File: src/rtl/store_unit_pkg.sv
// ---------------------------------------------------------------------------
// store_unit_pkg
// Shared types and constants for the store (memory-write) path.
//   store_state_t : control states of store_unit
//   FUNCT3__*     : store-type encodings carried in funct3
// ---------------------------------------------------------------------------
package store_unit_pkg;

    typedef enum logic [2:0] {
        STORE_STATE__IDLE,
        STORE_STATE__READ,
        STORE_STATE__WAIT,
        STORE_STATE__WRITE,
        STORE_STATE__DONE
    } store_state_t;

    localparam logic [2:0] FUNCT3__SB = 3'b000;
    localparam logic [2:0] FUNCT3__SH = 3'b001;
    localparam logic [2:0] FUNCT3__SW = 3'b010;

endpackage

File: src/rtl/store_unit_merge.sv
// ---------------------------------------------------------------------------
// store_merge
// Combinational merge of store data into the previously read memory word.
// Ports:
//   i_old_word [XLEN] : word read back from memory
//   i_wdata    [XLEN] : store data (rs2)
//   i_funct3   [3]    : store type (sb/sh/sw)
//   i_offset   [2]    : byte offset addr[1:0]
//   o_merged   [XLEN] : word to write back
// sh only looks at i_offset[1]; sw ignores the offset entirely.
// Unknown funct3 passes the old word through.
// ---------------------------------------------------------------------------
module store_merge
    import store_unit_pkg::*;
#(
    parameter int unsigned XLEN = 32
) (
    input  logic [XLEN-1:0] i_old_word,
    input  logic [XLEN-1:0] i_wdata,
    input  logic [2:0]      i_funct3,
    input  logic [1:0]      i_offset,
    output logic [XLEN-1:0] o_merged
);

    always_comb begin
        o_merged = i_old_word;
        unique case (i_funct3)
            FUNCT3__SB: o_merged[{i_offset, 3'b000} +: 8]        = i_wdata[7:0];
            FUNCT3__SH: o_merged[{i_offset[1], 4'b0000} +: 16]   = i_wdata[15:0];
            FUNCT3__SW: o_merged = i_wdata;
            default:    o_merged = i_old_word;
        endcase
    end

endmodule

File: src/rtl/store_unit.sv
// ---------------------------------------------------------------------------
// store_unit
// Executes sb/sh/sw against a word-wide memory that has only a whole-word
// write enable. Sub-word stores do read-modify-write; sw writes directly.
// Ports:
//   clk, reset   : clock, synchronous active-high reset
//   start        : request, accepted only in IDLE
//   funct3       : store type (000 sb, 001 sh, 010 sw, others invalid)
//   addr, wdata  : byte address and store data
//   mem_rdata    : memory read data (RD_LATENCY 0 = comb, 1 = registered)
//   mem_addr     : word-aligned memory address (0 outside READ/WAIT/WRITE)
//   mem_wdata    : merged write word (driven in WRITE, 0 otherwise)
//   mem_we       : one-cycle write pulse
//   busy, done   : busy in READ/WAIT/WRITE, done pulses in DONE
//   misaligned   : valid with done
// Build option: define STORE_MISALIGN_TRAP_EN to trap misaligned sh/sw
// (straight to DONE with misaligned=1, no memory access). Without it,
// misaligned is 0 and sh/sw drop the low address bits.
// ---------------------------------------------------------------------------
module store_unit
    import store_unit_pkg::*;
#(
    parameter int unsigned RD_LATENCY = 1,
    parameter int unsigned XLEN       = 32
) (
    input  logic            clk,
    input  logic            reset,
    input  logic            start,
    input  logic [2:0]      funct3,
    input  logic [XLEN-1:0] addr,
    input  logic [XLEN-1:0] wdata,
    input  logic [XLEN-1:0] mem_rdata,
    output logic [XLEN-1:0] mem_addr,
    output logic [XLEN-1:0] mem_wdata,
    output logic            mem_we,
    output logic            busy,
    output logic            done,
    output logic            misaligned
);

    store_state_t    r_state;
    store_state_t    w_state_next;
    logic [2:0]      r_funct3;
    logic [XLEN-1:0] r_addr;
    logic [XLEN-1:0] r_wdata;
    logic [XLEN-1:0] r_old;
    logic [XLEN-1:0] w_merged;
    logic            w_accept;
    logic            w_capture;
    logic            w_req_misaligned;

    assign w_accept  = (r_state == STORE_STATE__IDLE) && start;
    // Old word is sampled on the last cycle the read address is held.
    assign w_capture = ((r_state == STORE_STATE__READ) && (RD_LATENCY == 0)) ||
                       (r_state == STORE_STATE__WAIT);

`ifdef STORE_MISALIGN_TRAP_EN
    logic r_misaligned;

    assign w_req_misaligned = ((funct3 == FUNCT3__SH) && addr[0]) ||
                              ((funct3 == FUNCT3__SW) && (addr[1:0] != 2'b00));
    assign misaligned       = (r_state == STORE_STATE__DONE) && r_misaligned;

    always_ff @(posedge clk) begin
        if (reset) begin
            r_misaligned <= 1'b0;
        end else if (w_accept) begin
            r_misaligned <= w_req_misaligned;
        end
    end
`else
    assign w_req_misaligned = 1'b0;
    assign misaligned       = 1'b0;
`endif

    always_ff @(posedge clk) begin
        if (reset) begin
            r_state  <= STORE_STATE__IDLE;
            r_funct3 <= '0;
            r_addr   <= '0;
            r_wdata  <= '0;
            r_old    <= '0;
        end else begin
            r_state <= w_state_next;
            if (w_accept) begin
                r_funct3 <= funct3;
                r_addr   <= addr;
                r_wdata  <= wdata;
            end
            if (w_capture) begin
                r_old <= mem_rdata;
            end
        end
    end

    always_comb begin
        w_state_next = r_state;
        unique case (r_state)
            STORE_STATE__IDLE: begin
                if (start) begin
                    if (w_req_misaligned) begin
                        w_state_next = STORE_STATE__DONE;
                    end else begin
                        unique case (funct3)
                            FUNCT3__SW:             w_state_next = STORE_STATE__WRITE;
                            FUNCT3__SB, FUNCT3__SH: w_state_next = STORE_STATE__READ;
                            default:                w_state_next = STORE_STATE__DONE;
                        endcase
                    end
                end
            end
            STORE_STATE__READ:  w_state_next = (RD_LATENCY == 0) ? STORE_STATE__WRITE
                                                                 : STORE_STATE__WAIT;
            STORE_STATE__WAIT:  w_state_next = STORE_STATE__WRITE;
            STORE_STATE__WRITE: w_state_next = STORE_STATE__DONE;
            STORE_STATE__DONE:  w_state_next = STORE_STATE__IDLE;
            default:            w_state_next = STORE_STATE__IDLE;
        endcase
    end

    store_merge #(
        .XLEN (XLEN)
    ) u_merge (
        .i_old_word (r_old),
        .i_wdata    (r_wdata),
        .i_funct3   (r_funct3),
        .i_offset   (r_addr[1:0]),
        .o_merged   (w_merged)
    );

    always_comb begin
        mem_addr  = '0;
        mem_wdata = '0;
        mem_we    = 1'b0;
        busy      = 1'b0;
        done      = 1'b0;
        unique case (r_state)
            STORE_STATE__READ, STORE_STATE__WAIT: begin
                mem_addr = {r_addr[XLEN-1:2], 2'b00};
                busy     = 1'b1;
            end
            STORE_STATE__WRITE: begin
                mem_addr  = {r_addr[XLEN-1:2], 2'b00};
                mem_wdata = w_merged;
                mem_we    = 1'b1;
                busy      = 1'b1;
            end
            STORE_STATE__DONE: done = 1'b1;
            default: ;
        endcase
    end

endmodule
File: config.mk
export PLATFORM = sky130hd
export DESIGN_NAME = store_unit
export DESIGN_NICKNAME = d
export VERILOG_FILES = /design/src/rtl/store_unit_pkg.sv /design/src/rtl/store_unit_merge.sv /design/src/rtl/store_unit.sv
export SDC_FILE = /design/constraint.sdc
export NUM_CORES = 1
export LEC_CHECK = 0
export ABC_AREA = 0
export CAP_MARGIN = 0
export CORE_ASPECT_RATIO = 0.8
export CORE_UTILIZATION = 41
export CTS_CLUSTER_DIAMETER = 50
export DETAILED_ROUTE_END_ITERATION = 10
export GPL_TIMING_DRIVEN = 0
export PLACE_DENSITY = 0.85
export SLEW_MARGIN = 20
export SYNTH_ARGS = -nofsm -noshare
export SYNTH_HDL_FRONTEND = slang
export SYNTH_SLANG_ARGS = --single-unit
File: constraint.sdc
create_clock -name clk -period 2.1 [get_ports clk]
set_input_delay 0.42 -clock clk [delete_from_list [all_inputs] [get_ports clk]]
set_output_delay 0.42 -clock clk [all_outputs]
set_load 0.01 [all_outputs]
==> impl_metrics.xml, run 1 <==
<?xml version="1.0" encoding="UTF-8"?>
<metrics>
  <group name="synthesis">
    <metric name="synth.ff_latch_count" unit="">102</metric>
    <metric name="yosys_warnings" unit="">0</metric>
    <metric name="synth_seq_area_share" unit="">0.422</metric>
    <metric name="synth_cell_types" unit="">47</metric>
    <metric name="synth-main-ff-cell" unit="">dfxtp_1</metric>
    <metric name="number_of_enable_flip_flop_cells_after_synthesis" unit="">0</metric>
    <metric name="netlist_area" unit="um^2">4840</metric>
    <metric name="synth_cells" unit="">634</metric>
    <metric name="synth_async_sr_flop_share" unit="">0</metric>
    <metric name="synthesis.area_per_instance" unit="um^2">7.63</metric>
  </group>
  <group name="power_and_ir_drop">
    <metric name="irDropWorstVdd" unit="mV">0.444</metric>
    <metric name="power.density_cell_area" unit="nW/um^2">671</metric>
    <metric name="static-leakage-power" unit="nW">3.03</metric>
  </group>
  <group name="route">
    <metric name="route.vias.total" unit="">5508</metric>
    <metric name="drt_first_iter_violations" unit="">407</metric>
    <metric name="route.detailed.drc" unit="">0</metric>
    <metric name="totalWireLength" unit="mm">16.9</metric>
    <metric name="antenna_violating_nets_post_route" unit="">0</metric>
    <metric name="viasPerCell" unit="">5.48</metric>
    <metric name="drtPass1Iterations" unit="">5</metric>
    <metric name="avgRoutedWirePerCell" unit="um">16.8</metric>
  </group>
  <group name="worst_setup_path">
    <metric name="critical_path_peak_fanout" unit="">4</metric>
    <metric name="startpoint_type" unit="">flip-flop</metric>
    <metric name="worst-endpoint-arrival" unit="ns">2.33</metric>
    <metric name="timing.critical_path.required" unit="ns">1.68</metric>
    <metric name="start_to_end_type_of_the_worst_setup_path" unit="">reg -&gt; out</metric>
    <metric name="endpoint_kind" unit="">primary output</metric>
  </group>
  <group name="sta">
    <metric name="grt_setup_unrepaired" unit="">true</metric>
    <metric name="worst-slew-pin-transition" unit="ns">0.589</metric>
    <metric name="timing.fmax" unit="GHz">0.364</metric>
    <metric name="headroom_to_the_max_slew_limit" unit="">0.607</metric>
    <metric name="period_minus_ws_final" unit="ns">2.75</metric>
    <metric name="drv_slew" unit="">0</metric>
    <metric name="post-route-period-util" unit="">1.31</metric>
    <metric name="fin_worst_skew" unit="ns">0.00694</metric>
    <metric name="finalSetupViolCount" unit="">32</metric>
    <metric name="timing.final.ws_setup" unit="ns">-0.647</metric>
    <metric name="finalHoldViolations" unit="">0</metric>
  </group>
  <group name="final_layout">
    <metric name="diodes" unit="">0</metric>
    <metric name="post-route-cell-area" unit="um^2">7370</metric>
    <metric name="filler_cell_count" unit="">970</metric>
    <metric name="finish.utilization" unit="">0.640</metric>
    <metric name="area_delta_synth_final" unit="%">52.5</metric>
    <metric name="design.final.nets" unit="">960</metric>
    <metric name="drive_gt1_frac" unit="">0.191</metric>
  </group>
  <group name="place">
    <metric name="gp_congestion" unit="">0.979</metric>
    <metric name="quantity_of_i_o_buffers_inserted_on_ports" unit="">166</metric>
    <metric name="post_dp_hpwl" unit="mm">11.1</metric>
    <metric name="dp_slack" unit="ns">-0.709</metric>
    <metric name="place_area" unit="um^2">6710</metric>
  </group>
  <group name="floorplan">
    <metric name="top_level_ports" unit="">170</metric>
    <metric name="design.core.area" unit="um^2">11500</metric>
    <metric name="fp.dieArea" unit="um^2">12200</metric>
    <metric name="rows" unit="">35</metric>
    <metric name="chipWidth" unit="um">123</metric>
    <metric name="die_height" unit="um">99.1</metric>
    <metric name="floorplan.initialDensity" unit="">0.420</metric>
  </group>
  <group name="clocking">
    <metric name="clockRootBuffer" unit="">clkbuf_16</metric>
    <metric name="holdBufCountCts" unit="">0</metric>
    <metric name="clk_pin_slew_worst_paths" unit="ns">0.07</metric>
    <metric name="worst_skew_pair.late_latency" unit="ns">0.35</metric>
    <metric name="clock_sink_count" unit="">102</metric>
    <metric name="htreeDepth" unit="">3</metric>
    <metric name="cts_max_path_buffers" unit="">2</metric>
    <metric name="cts_buffers" unit="">9</metric>
    <metric name="cts_tree" unit="">yes</metric>
  </group>
  <group name="status">
    <metric name="failed_checks" unit="">negative setup slack</metric>
    <metric name="outcome" unit="">finished, violations left</metric>
  </group>
  <group name="global_routing">
    <metric name="grt_pass1_wl" unit="mm">25.5</metric>
    <metric name="grt_pass1_vias" unit="">5137</metric>
    <metric name="globalRoute.totalOverflow" unit="">0</metric>
    <metric name="grt_antenna_before_repair" unit="">0</metric>
    <metric name="grt_util_all_layers" unit="">0.269</metric>
    <metric name="grt_max_degree" unit="">17</metric>
  </group>
  <group name="min_path">
    <metric name="hold_path.class" unit="">reg -&gt; reg</metric>
  </group>
  <group name="job">
    <metric name="max_cap_violations" unit="">0</metric>
  </group>
</metrics>
==> per-layer routing <==
metal / GRT usage / up-vias / part of all wire
met5: 0 / - / 0
met4: 0.123 / 0 / 0.041
met3: 0.0820 / 77 / 0.11
met2: 0.408 / 312 / 0.44
met1: 0.351 / 2522 / 0.41
li1: - / 2597 / -
==> registers in the layout, summed over array words and instances (netlist names) <==
| register | flops |
|---|---|
| r_wdata | 32 |
| r_funct3 | 3 |
| r_state | 3 |
| r_old | 32 |
| r_addr | 32 |
==> through the flow <==
stage | TNS (ns) | cells | total power [mW] | hold slack, ns
after detailed placement | -26.58 | 950 | 3.12 | 0.442
after CTS | -15.38 | 1000 | 4.87 | 0.452
after floorplan | 0 | 636 | 2.70 | 0.432
final | -16.37 | 1006 | 4.95 | 0.451
after global routing | -18.66 | 1006 | 5.16 | 0.466
after global placement | -25.90 | 950 | 3.10 | 0.437
==> synthesized netlist by cell type (all sizes together), types with 2 or more instances <==
library cell / n / area share
a211oi: 2 / 0.0057
a21o: 9 / 0.014
a21oi: 103 / 0.11
a221o: 15 / 0.031
a22o: 16 / 0.029
a22oi: 23 / 0.036
and2: 32 / 0.041
buf: 20 / 0.022
clkbuf: 29 / 0.023
dfxtp: 102 / 0.42
ha: 5 / 0.013
inv: 10 / 0.0078
nand2: 202 / 0.16
nand2b: 2 / 0.0026
nand3b: 2 / 0.0057
nor2: 31 / 0.024
nor4: 3 / 0.0083
o21a: 2 / 0.0031
o21bai: 2 / 0.0031
o22ai: 3 / 0.0052
or4: 2 / 0.0047
==> path summary, 6_finish.rpt <==
check	start	endpoint	slack, ns	cells after the start
max reg2reg	r_state[2]$_SDFFE_PP0P_	r_old[17]$_SDFFE_PP0P_	0.18	8
max	r_addr[0]$_SDFFE_PP0P_	mem_wdata[12]	-0.65	9
min reg2reg	r_addr[18]$_SDFFE_PP0P_	r_addr[18]$_SDFFE_PP0P_	0.45	2
min	r_addr[18]$_SDFFE_PP0P_	r_addr[18]$_SDFFE_PP0P_	0.45	2
==> layout by cell type, fill, tap and decap left out, drive strengths merged, types with 3 or more instances in the layout <==
| cell type | synthesis | final |
|---|---|---|
| nand2 | 202 | 202 |
| a21oi | 103 | 103 |
| clkdlybuf4s50 | 0 | 102 |
| dfxtp | 102 | 102 |
| buf | 20 | 87 |
| clkbuf | 29 | 53 |
| and2 | 32 | 32 |
| nor2 | 31 | 31 |
| dlygate4sd2 | 0 | 23 |
| a22oi | 23 | 23 |
| a22o | 16 | 16 |
| a221o | 15 | 15 |
| inv | 10 | 11 |
| a21o | 9 | 9 |
| ha | 5 | 5 |
| conb | 1 | 3 |
| nor4 | 3 | 3 |
| o22ai | 3 | 3 |
==> kinds of logic after synthesis <==
group,count (synthesis),share of synthesized area
other,1,0.000775
flip-flops,102,0.422
buffers and inverters,59,0.0525
adder cells (fa/ha/maj),5,0.0129
AO/OA/AOI/OAI,182,0.248
AND/OR/NAND/NOR,285,0.264
==> cell type report <==
cell class,count,area [um^2],share of cell area
tap,148,185,0.0251
multi-input combinational,475,2710,0.367
inverter,10,50.0,0.00679
timing repair buffer,208,1800,0.244
sequential,102,2060,0.279
buffer,47,280,0.0380
clock inverter,5,58.8,0.00797
clock buffer,11,233,0.0316
==> power by group <==
part           internal (mW)  switching [mW]
logic                  0.535           0.548
clock network          0.928           0.732
registers               2.08           0.134
==> critical path, cell delays in order (launching register included) <==
cell     delay (ns)
dfxtp_4        0.40
inv_8          0.05
ha_4           0.15
or4_4          0.45
nor4_4         0.28
buf_4          0.18
buf_6          0.10
a22o_1         0.15
a21o_1         0.12
buf_6          0.10
==> timing repair <==
action                                  in CTS  in global routing
cloned                                       1                  0
pin swaps                                   22                 15
resized for setup                          214                 42
buffers inserted                            35                  7
endpoints found under the setup margin      64                 42
No activity file was read; power rests on OpenSTA's default activity.
==> run 2: changes to the inputs <==
--- a/config.mk
+++ b/config.mk
@@ -13,6 +13,8 @@
 export DETAILED_ROUTE_END_ITERATION = 10
 export GPL_TIMING_DRIVEN = 0
 export PLACE_DENSITY = 0.85
+export SKIP_CTS_REPAIR_TIMING = 1
+export SKIP_LAST_GASP = 1
 export SLEW_MARGIN = 20
 export SYNTH_ARGS = -nofsm -noshare
 export SYNTH_HDL_FRONTEND = slang
==> impl_metrics.xml, run 2 (synthesized netlist as in run 1, its figures left out) <==
<?xml version="1.0" encoding="UTF-8"?>
<metrics>
  <group name="power_and_ir_drop">
    <metric name="irDropWorstVdd" unit="mV">0.445</metric>
    <metric name="power.density_cell_area" unit="nW/um^2">668</metric>
    <metric name="static-leakage-power" unit="nW">3.34</metric>
  </group>
  <group name="global_routing">
    <metric name="globalRoute.totalOverflow" unit="">0</metric>
    <metric name="grt_antenna_before_repair" unit="">0</metric>
    <metric name="grt_pass1_wl" unit="mm">23.2</metric>
    <metric name="grt_pass1_vias" unit="">4639</metric>
    <metric name="grt_util_all_layers" unit="">0.245</metric>
    <metric name="grt_max_degree" unit="">17</metric>
  </group>
  <group name="place">
    <metric name="place.detailed.instances" unit="">950</metric>
    <metric name="post_dp_hpwl" unit="mm">11.1</metric>
    <metric name="dp_slack" unit="ns">-0.709</metric>
    <metric name="quantity_of_i_o_buffers_inserted_on_ports" unit="">166</metric>
    <metric name="gp_congestion" unit="">0.979</metric>
  </group>
  <group name="sta">
    <metric name="post-route-period-util" unit="">1.37</metric>
    <metric name="headroom_to_the_max_slew_limit" unit="">0.619</metric>
    <metric name="finalSetupViolCount" unit="">42</metric>
    <metric name="worst-slew-pin-transition" unit="ns">0.571</metric>
    <metric name="drv_slew" unit="">0</metric>
    <metric name="grt_setup_unrepaired" unit="">true</metric>
    <metric name="timing.final.ws_setup" unit="ns">-0.784</metric>
    <metric name="period_minus_ws_final" unit="ns">2.88</metric>
    <metric name="timing.fmax" unit="GHz">0.347</metric>
    <metric name="finalHoldViolations" unit="">0</metric>
    <metric name="fin_worst_skew" unit="ns">0.00278</metric>
  </group>
  <group name="clocking">
    <metric name="cts_buffers" unit="">9</metric>
    <metric name="worst_skew_pair.late_latency" unit="ns">0.35</metric>
    <metric name="cts_tree" unit="">yes</metric>
    <metric name="clockRootBuffer" unit="">clkbuf_16</metric>
    <metric name="clk_pin_slew_worst_paths" unit="ns">0.07</metric>
    <metric name="htreeDepth" unit="">3</metric>
    <metric name="cts_max_path_buffers" unit="">2</metric>
    <metric name="clock_sink_count" unit="">102</metric>
  </group>
  <group name="floorplan">
    <metric name="fp.dieArea" unit="um^2">12200</metric>
    <metric name="die_height" unit="um">99.1</metric>
    <metric name="rows" unit="">35</metric>
    <metric name="floorplan.initialDensity" unit="">0.420</metric>
    <metric name="design.core.area" unit="um^2">11500</metric>
    <metric name="top_level_ports" unit="">170</metric>
    <metric name="chipWidth" unit="um">123</metric>
  </group>
  <group name="worst_setup_path">
    <metric name="endpoint_kind" unit="">primary output</metric>
    <metric name="worst-endpoint-arrival" unit="ns">2.46</metric>
    <metric name="critical_path_peak_fanout" unit="">7</metric>
    <metric name="startpoint_type" unit="">flip-flop</metric>
    <metric name="timing.critical_path.required" unit="ns">1.68</metric>
    <metric name="start_to_end_type_of_the_worst_setup_path" unit="">reg -&gt; out</metric>
  </group>
  <group name="route">
    <metric name="drt_first_iter_violations" unit="">410</metric>
    <metric name="viasPerCell" unit="">5.40</metric>
    <metric name="route.vias.total" unit="">5394</metric>
    <metric name="avgRoutedWirePerCell" unit="um">16.4</metric>
    <metric name="totalWireLength" unit="mm">16.3</metric>
    <metric name="antenna_violating_nets_post_route" unit="">0</metric>
    <metric name="drtPass1Iterations" unit="">5</metric>
    <metric name="route.detailed.drc" unit="">0</metric>
  </group>
  <group name="final_layout">
    <metric name="finish.utilization" unit="">0.641</metric>
    <metric name="reg.largest.list" unit="">r_addr x32, r_old x32, r_wdata x32</metric>
    <metric name="design.final.nets" unit="">952</metric>
    <metric name="instances_no_fill" unit="">998</metric>
    <metric name="area_delta_synth_final" unit="%">52.8</metric>
    <metric name="diodes" unit="">0</metric>
    <metric name="drive_gt1_frac" unit="">0.180</metric>
    <metric name="final_common_cell" unit="">nand2_1</metric>
    <metric name="layout_common_cells" unit="">nand2_1 (202), a21oi_1 (102), clkdlybuf4s50_1 (102)</metric>
  </group>
  <group name="status">
    <metric name="outcome" unit="">finished, violations left</metric>
    <metric name="failed_checks" unit="">negative setup slack</metric>
  </group>
  <group name="min_path">
    <metric name="hold_path.class" unit="">reg -&gt; reg</metric>
  </group>
  <group name="job">
    <metric name="max_cap_violations" unit="">0</metric>
  </group>
</metrics>
## run 2: changes by cell type in the layout (fill, tap and decap cells not counted), moves of 3 or more
cell / before / now
buf_2: 33 / 18
buf_4: 35 / 32
clkbuf_2: 13 / 26
clkbuf_8: 3 / 0
dlygate4sd2_1: 23 / 0
dlymetal6s2s_1: 0 / 27
## run 2: critical path: stages, from the launching register on
cell and delay [ns]:
dfxtp_4 0.39, inv_4 0.07, ha_2 0.20, or4_4 0.46, nor4_4 0.25, buf_6 0.13, buf_4 0.14, buf_4 0.11
a22o_1 0.13, a21o_1 0.09, clkbuf_2 0.12
## run 2: final timing paths
path	start	end	slack, ns	cells after the start
max reg2reg	r_state[0]$_SDFFE_PP0P_	r_old[4]$_SDFFE_PP0P_	0.20	8
max	r_addr[0]$_SDFFE_PP0P_	mem_wdata[11]	-0.78	10
min	r_state[2]$_SDFFE_PP0P_	r_state[2]$_SDFFE_PP0P_	0.44	1
min reg2reg	r_state[2]$_SDFFE_PP0P_	r_state[2]$_SDFFE_PP0P_	0.44	1
## run 2: per-layer routing
metal  routed length, um  vias to the layer above  share of wire  GRT usage
met2                7340                      286           0.45      0.374
met3                1680                       42           0.10     0.0711
met4                 410                        0          0.025     0.0612
li1                    -                     2579              -          -
met1                6920                     2487           0.42      0.338
met5                   0                        -              0          0
## run 2: area by class of cell
class / instances / area [um^2]
fill: 962 / 4130
multi-input combinational: 475 / 2700
sequential: 102 / 2060
timing repair buffer: 200 / 1840
buffer: 47 / 270
clock buffer: 11 / 233
tap: 148 / 185
clock inverter: 5 / 58.8
inverter: 10 / 42.5
## run 2: through the flow
stage | cell area (um^2) | setup TNS [ns] | power (mW) | hold WS [ns]
floorplan | 4860 | 0 | 2.70 | 0.432
global placement | 6710 | -25.90 | 3.10 | 0.437
detailed placement | 6710 | -26.58 | 3.12 | 0.442
CTS | 7000 | -49.00 | 4.75 | 0.452
global route | 7390 | -20.47 | 5.14 | 0.454
finish | 7390 | -17.88 | 4.93 | 0.439
## run 2: report_power, final
group,total [mW],internal (mW),switching [mW]
sequential,2.21,2.08,0.133
clock,1.66,0.927,0.733
combinational,1.07,0.530,0.535
